**src/rtl/difftest_aia_pkg.sv**
```systemverilog
// Shared types for the AIA difftest event queue: the interrupt-state
// snapshot carried through the FIFO, and the field width.
package difftest_aia_pkg;

  localparam int AIA_FIELD_W = 64;
  localparam int AIA_KEY_W   = 4 * AIA_FIELD_W;

  typedef struct packed {
    logic [AIA_FIELD_W-1:0] mtopei;
    logic [AIA_FIELD_W-1:0] stopei;
    logic [AIA_FIELD_W-1:0] vstopei;
    logic [AIA_FIELD_W-1:0] hgeip;
    logic [7:0]             coreid;
  } aia_snapshot_t;

  // Fields that participate in change detection (coreid excluded).
  function automatic logic [AIA_KEY_W-1:0] aia_key(input aia_snapshot_t s);
    return {s.mtopei, s.stopei, s.vstopei, s.hgeip};
  endfunction

endpackage

```
**src/rtl/difftest_sync_fifo.sv**
```systemverilog
// Generic first-word-fall-through FIFO with an overwrite-newest port.
// Pointers carry one extra wrap bit so full/empty need no separate counter.
// rdata reads zero while empty so downstream sees clean fields after reset.
module difftest_sync_fifo #(
  parameter int DEPTH = 4,
  parameter int WIDTH = 8,
  localparam int AW   = $clog2(DEPTH),
  localparam int LW   = AW + 1
) (
  input  logic             clk,
  input  logic             rst_n,
  input  logic             push,
  input  logic             pop,
  input  logic             ovw,
  input  logic [WIDTH-1:0] wdata,
  output logic [WIDTH-1:0] rdata,
  output logic             full,
  output logic             empty,
  output logic [LW-1:0]    level
);

  logic [WIDTH-1:0] mem [DEPTH];
  logic [LW-1:0]    wr_q, wr_d, rd_q, rd_d;
  logic [AW-1:0]    newest_idx;
  logic             pop_ok, push_ok;

  assign empty = (wr_q == rd_q);
  assign full  = (wr_q[AW] != rd_q[AW]) && (wr_q[AW-1:0] == rd_q[AW-1:0]);
  assign level = wr_q - rd_q;
  assign rdata = empty ? '0 : mem[rd_q[AW-1:0]];

  // Pointer next-state; a push into a full FIFO is legal only alongside a pop.
  always_comb begin
    pop_ok     = pop & ~empty;
    push_ok    = push & (~full | pop_ok);
    wr_d       = wr_q + LW'(push_ok);
    rd_d       = rd_q + LW'(pop_ok);
    newest_idx = wr_q[AW-1:0] - AW'(1);
  end

  // Pointer registers.
  always_ff @(posedge clk or negedge rst_n) begin
    if (!rst_n) begin
      wr_q <= '0;
      rd_q <= '0;
    end else begin
      wr_q <= wr_d;
      rd_q <= rd_d;
    end
  end

  // Storage: normal write at the tail, or replace the most recent entry.
  always_ff @(posedge clk) begin
    if (push_ok)
      mem[wr_q[AW-1:0]] <= wdata;
    else if (ovw && !empty)
      mem[newest_idx] <= wdata;
  end

endmodule

```
**src/rtl/difftest_aia_event_queue.sv**
```systemverilog
// AIA difftest event producer: enqueues the core's interrupt-state snapshot
// whenever it changes, buffers it through a small FWFT FIFO, and coalesces
// into the newest entry (counting drops) when the sink back-pressures.
// Optional macro DIFFTEST_AIA_EVENT_TIMESTAMP_EN adds a 64-bit cycle stamp
// per entry and the out_stamp port.
module difftest_aia_event_queue #(
  parameter int DEPTH = 4,
  parameter int CNT_W = 16
) (
  input  logic                    clock,
  input  logic                    reset_n,
  input  logic                    in_valid,
  input  logic [63:0]             in_mtopei,
  input  logic [63:0]             in_stopei,
  input  logic [63:0]             in_vstopei,
  input  logic [63:0]             in_hgeip,
  input  logic [7:0]              in_coreid,
  output logic                    out_valid,
  input  logic                    out_ready,
  output logic [63:0]             out_mtopei,
  output logic [63:0]             out_stopei,
  output logic [63:0]             out_vstopei,
  output logic [63:0]             out_hgeip,
  output logic [7:0]              out_coreid,
`ifdef DIFFTEST_AIA_EVENT_TIMESTAMP_EN
  output logic [63:0]             out_stamp,
`endif
  output logic [$clog2(DEPTH):0]  level,
  output logic                    overflow,
  output logic [CNT_W-1:0]        drop_cnt
);
  import difftest_aia_pkg::*;

  localparam int SNAP_W = $bits(aia_snapshot_t);
`ifdef DIFFTEST_AIA_EVENT_TIMESTAMP_EN
  localparam int EW = SNAP_W + 64;
`else
  localparam int EW = SNAP_W;
`endif

  aia_snapshot_t          snap_in, snap_out;
  logic [AIA_KEY_W-1:0]   last_q, last_d;
  logic                   primed_q, primed_d;
  logic                   overflow_q, overflow_d;
  logic [CNT_W-1:0]       drop_q, drop_d;
  logic                   push_req, pop, coalesce, fifo_push;
  logic                   full, empty;
  logic [EW-1:0]          wdata, rdata;

  assign snap_in = '{mtopei: in_mtopei, stopei: in_stopei, vstopei: in_vstopei,
                     hgeip: in_hgeip, coreid: in_coreid};

`ifdef DIFFTEST_AIA_EVENT_TIMESTAMP_EN
  logic [63:0] stamp_q, stamp_d;

  // Free-running cycle counter; wraps.
  always_comb stamp_d = stamp_q + 64'd1;

  // Cycle counter register.
  always_ff @(posedge clock or negedge reset_n) begin
    if (!reset_n) stamp_q <= '0;
    else          stamp_q <= stamp_d;
  end

  assign wdata     = {stamp_q, snap_in};
  assign snap_out  = rdata[SNAP_W-1:0];
  assign out_stamp = rdata[EW-1:SNAP_W];
`else
  assign wdata    = snap_in;
  assign snap_out = rdata;
`endif

  // Change detect, push/coalesce decision and drop accounting.
  always_comb begin
    last_d     = last_q;
    primed_d   = primed_q;
    overflow_d = overflow_q;
    drop_d     = drop_q;
    pop        = ~empty & out_ready;
    push_req   = in_valid & (~primed_q | (aia_key(snap_in) != last_q));
    fifo_push  = push_req & (~full | pop);
    coalesce   = push_req & full & ~pop;
    // Last-seen tracks every change, even ones that end up coalesced.
    if (push_req) begin
      last_d   = aia_key(snap_in);
      primed_d = 1'b1;
    end
    if (coalesce) begin
      overflow_d = 1'b1;
      if (drop_q != '1) drop_d = drop_q + CNT_W'(1);
    end
  end

  // Change-detect and status registers.
  always_ff @(posedge clock or negedge reset_n) begin
    if (!reset_n) begin
      last_q     <= '0;
      primed_q   <= 1'b0;
      overflow_q <= 1'b0;
      drop_q     <= '0;
    end else begin
      last_q     <= last_d;
      primed_q   <= primed_d;
      overflow_q <= overflow_d;
      drop_q     <= drop_d;
    end
  end

  difftest_sync_fifo #(.DEPTH(DEPTH), .WIDTH(EW)) u_fifo (
    .clk   (clock),
    .rst_n (reset_n),
    .push  (fifo_push),
    .pop   (pop),
    .ovw   (coalesce),
    .wdata (wdata),
    .rdata (rdata),
    .full  (full),
    .empty (empty),
    .level (level)
  );

  assign out_valid   = ~empty;
  assign out_mtopei  = snap_out.mtopei;
  assign out_stopei  = snap_out.stopei;
  assign out_vstopei = snap_out.vstopei;
  assign out_hgeip   = snap_out.hgeip;
  assign out_coreid  = snap_out.coreid;
  assign overflow    = overflow_q;
  assign drop_cnt    = drop_q;

endmodule

```
**config.mk**
```make
export PLATFORM = sky130hd
export DESIGN_NAME = difftest_aia_event_queue
export DESIGN_NICKNAME = d
export VERILOG_FILES = /design/src/rtl/difftest_aia_pkg.sv /design/src/rtl/difftest_sync_fifo.sv /design/src/rtl/difftest_aia_event_queue.sv
export SDC_FILE = /design/constraint.sdc
export NUM_CORES = 2
export LEC_CHECK = 0
export CAP_MARGIN = 20
export CELL_PAD_IN_SITES_DETAIL_PLACEMENT = 0
export CELL_PAD_IN_SITES_GLOBAL_PLACEMENT = 1
export CORE_ASPECT_RATIO = 0.9
export CORE_MARGIN = 2
export CORE_UTILIZATION = 46
export DETAILED_ROUTE_END_ITERATION = 7
export HOLD_SLACK_MARGIN = 0.05
export PLACE_DENSITY_LB_ADDON = 0.1
export SKIP_CTS_REPAIR_TIMING = 1
export SLEW_MARGIN = 30
export SYNTH_ARGS = -nofsm -noshare
export SYNTH_HDL_FRONTEND = slang
export SYNTH_SLANG_ARGS = --single-unit
```
**constraint.sdc**
```tcl
create_clock -name clock -period 21.8 [get_ports clock]
set_clock_uncertainty 0.15 [all_clocks]
set_input_delay 4.36 -clock clock [delete_from_list [all_inputs] [get_ports clock]]
set_output_delay 4.36 -clock clock [all_outputs]
set_load 0.05 [all_outputs]
```
==> run_results.csv <==
group,metric,value,unit
timing,max_clock_freq,0.0965,GHz
synth,synth.top_cell.area_share,59.3,%
grt,grt_overflow_total,0,
setup_path,rrSetupSlack,15.97,ns
die,io_pins,553,
placement,dp_cells,4866,
die,fp.dieW,364,um
clocking,cts_tree,"built",
die,rows,118,
synth,synthesis.area,53500,um2
synth,yosysWarnings,0,
timing,setup_viol,0,
clocking,cts_buffers,141,
clocking,ctsHtreeMaxLevel,4,
layout,fin_area,65600,um2
synth,synth_flop_cell,"edfxtp_1",
route,drc,0,
synth,synth.avg_cell_area,18.5,um2
placement,numPortBuffers,552,
route,drtPass1Iterations,7,
clocking,insertion_delay,0.74,ns
layout,area_delta_synth_final,22.6,%
placement,pre_cts_ws,11.40,ns
synth,synth_nets,3176,
synth,synth_area_leaders,"edfxtp_1 59%, dfrtp_1 13%, mux4_2 11%",
setup_path,crit_path_start_kind,"register",
setup_path,cp_top_family,"buffers and inverters",
route,ant_nets,0,
min_path,whs_path_depth,1,
synth,synthCells,2900,
timing,min_period,10.36,ns
layout,final_core_util,57.0,%
die,die_h,328,um
synth,ys_seq_area_share,72.3,%
run_status,status,"finished clean",
die,initial_core_util,46.5,%
clocking,clock_tree.root_cell,"clkbuf_16",
min_path,hold_end,"primed_q",
placement,placed_area,61000,um2
timing,tns,0,ns
grt,track_usage,25.2,%
layout,layout.cells.non_filler,5134,
grt,antenna_found_initial,30,
timing,hold_violations,0,
placement,dp_hpwl,102000,um
setup_path,cp.required,17.29,ns
layout,final_nets,3786,
setup_path,r2r_start,"last_q[38]",
grt,grt_pass1_vias,29900,
synth,synthArstFlopShare,21.0,%
setup_path,end_kind,"output port",
route,wl_met1,61000,um
route,dr_wl_met2,75500,um
grt,grt_pass1_wl,213000,um
setup_path,worstPathMaxFanout,48,
route,wl_per_cell,29.1,um
route,wl_met3,9390,um
setup_path,critical_path.n_buffers_inverters,5,
clocking,cts_max_path_buffers,3,
timing,slew_violations,0,
synth,synth_largest_area_cell,"edfxtp_1",
power_and_ir_drop,p_leak,22.6,nW
clocking,cts_sinks,1336,
die,core_region_area,115000,um2
min_path,hold_path_class,"reg -> reg",
timing,setup_ws,11.44,ns
timing,rsz0062_at_grt,"false",
setup_path,crit_chain,"buf_4, buf_6, buf_4, buf_6, mux4_2, and2_1, clkdlybuf4s50_1",
power_and_ir_drop,p_per_area,167,nW/um2
route,via_per_inst,5.61,
min_path,hold_start,"primed_q",
power_and_ir_drop,peakVddDrop,0.000177,V
clocking,path_clk_slew,0.06,ns
timing,worst_slew_pin_slew,1.07,ns
setup_path,rr_endpoint,"u_fifo.mem[1][77]",
job,cap_violations,0,
route,dr.max_layer_used,"met5",
die,die-area,119000,um2
synth,synthDistinctLibCells,42,
route,initialDrtViolationCount,2672,
timing,fin_hold_ws,0.322,ns
placement,gp_congestion,0.895,
setup_path,cpPeakStageDelay,0.78,ns
synth,ys_ff_latch,1336,
setup_path,r2r_cells,10,
timing,fin_crit_sh,47.5,%
grt,grt_max_degree,180,
layout,nFillCells,8878,
route,vias,28800,
timing,relSlewSlack,28.7,%
layout,layout-drive-gt1-share,15.2,%
setup_path,critPathSlowestCell,"buf_4",
route,wl,149000,um
power_and_ir_drop,power.total,10.9,mW
setup_path,arrival,5.85,ns
setup_path,worstSetupPathType,"reg -> out",
synth,synth_edf_count,1056,
cells by family (layout without fill, tap and decap cells):
family / after synthesis / count (layout) / share of synthesized area, %
AO/OA/AOI/OAI: 172 / 172 / 2.27
other: 0 / 10 / 0
buffers and inverters: 243 / 967 / 1.77
flip-flops: 1336 / 1336 / 72.3
XOR/XNOR: 143 / 143 / 2.34
adder cells (fa/ha/maj): 8 / 8 / 0.201
multiplexers: 458 / 458 / 15.2
AND/OR/NAND/NOR: 540 / 540 / 5.88
sequential cells by signal, summed over array words and instances (netlist names):
name	count
drop_cnt	16
last_q	256
overflow	1
primed_q	1
u_fifo.mem	1056
u_fifo.rd_q	3
u_fifo.wr_q	3
cell usage after synthesis, types with 7 or more instances:
cell	number
o22ai_1	35
o21ai_1	27
clkbuf_1	56
nand2b_1	37
nor2_1	10
xnor2_1	92
buf_2	28
o2111ai_1	13
ha_1	7
nor4_1	38
nor2b_1	51
mux2_1	153
dfrtp_1	280
a2111o_1	15
mux2_2	40
mux4_2	264
nand4_1	34
o2bb2ai_1	14
xor2_1	51
o21ai_0	39
edfxtp_1	1056
nand2_1	78
a22o_1	10
and2_1	265
buf_1	43
nor3_1	11
inv_1	116
how the worst max path moves through the flow:
stage,startpoint,endpoint,slack [ns],cells past startpoint
after floorplan,in_vstopei[39],u_fifo.mem[0][0],4.30,9
after global placement,in_hgeip[39],u_fifo.mem[1][77],11.09,11
after detailed placement,in_vstopei[58],u_fifo.mem[1][77],11.40,11
after CTS,u_fifo.rd_q[0],out_mtopei[33],10.91,7
after global routing,u_fifo.rd_q[0],out_mtopei[33],10.89,7
final,u_fifo.rd_q[0],out_mtopei[33],11.44,7
layer usage:
layer	global-route usage, %	vias up
met5	0	-
met1	33.6	15300
li1	-	12500
met4	7.57	36
met3	5.67	191
met2	41.7	843
where the power goes:
part | total, mW | switching, mW | internal, mW | leakage (nW)
Sequential | 3.50 | 0.153 | 3.34 | 13.0
Combinational | 5.06 | 3.30 | 1.76 | 7.36
Clock | 2.37 | 0.973 | 1.39 | 2.21
placed cells by master, fill, tap and decap left out, types with 39 or more instances in the layout:
master           instances
xnor2_1                 92
clkbuf_16              151
xor2_1                  51
edfxtp_1              1056
clkdlybuf4s50_1        551
nor2b_1                 51
mux2_2                  40
o21ai_0                 39
mux4_2                 264
mux2_1                 153
dfrtp_1                278
inv_1                  116
and2_1                 265
nand2_1                 78
worst register-to-register path, cell delays in order (launching register included):
cell and delay [ns]:
dfrtp_1 0.39, xnor2_1 0.82, nand4_1 0.55, nor4_1 0.42, nand4_1 0.17, or4_1 0.49
o31ai_4 0.34, buf_12 0.73, nor2_4 0.38, buf_4 0.46, buf_6 0.44
cell type report:
type / instances / area (um2) / share of cell area [%]
flip-flops and latches: 1336 / 38700 / 59.0
multi-input cells: 1321 / 13900 / 21.2
repair buffers: 594 / 6050 / 9.22
clock buffers: 193 / 3980 / 6.06
well taps: 1500 / 1880 / 2.86
clock inverters: 64 / 584 / 0.891
inverters: 116 / 435 / 0.664
diodes: 10 / 25.0 / 0.0382
Power figures use the tool's default switching activity.
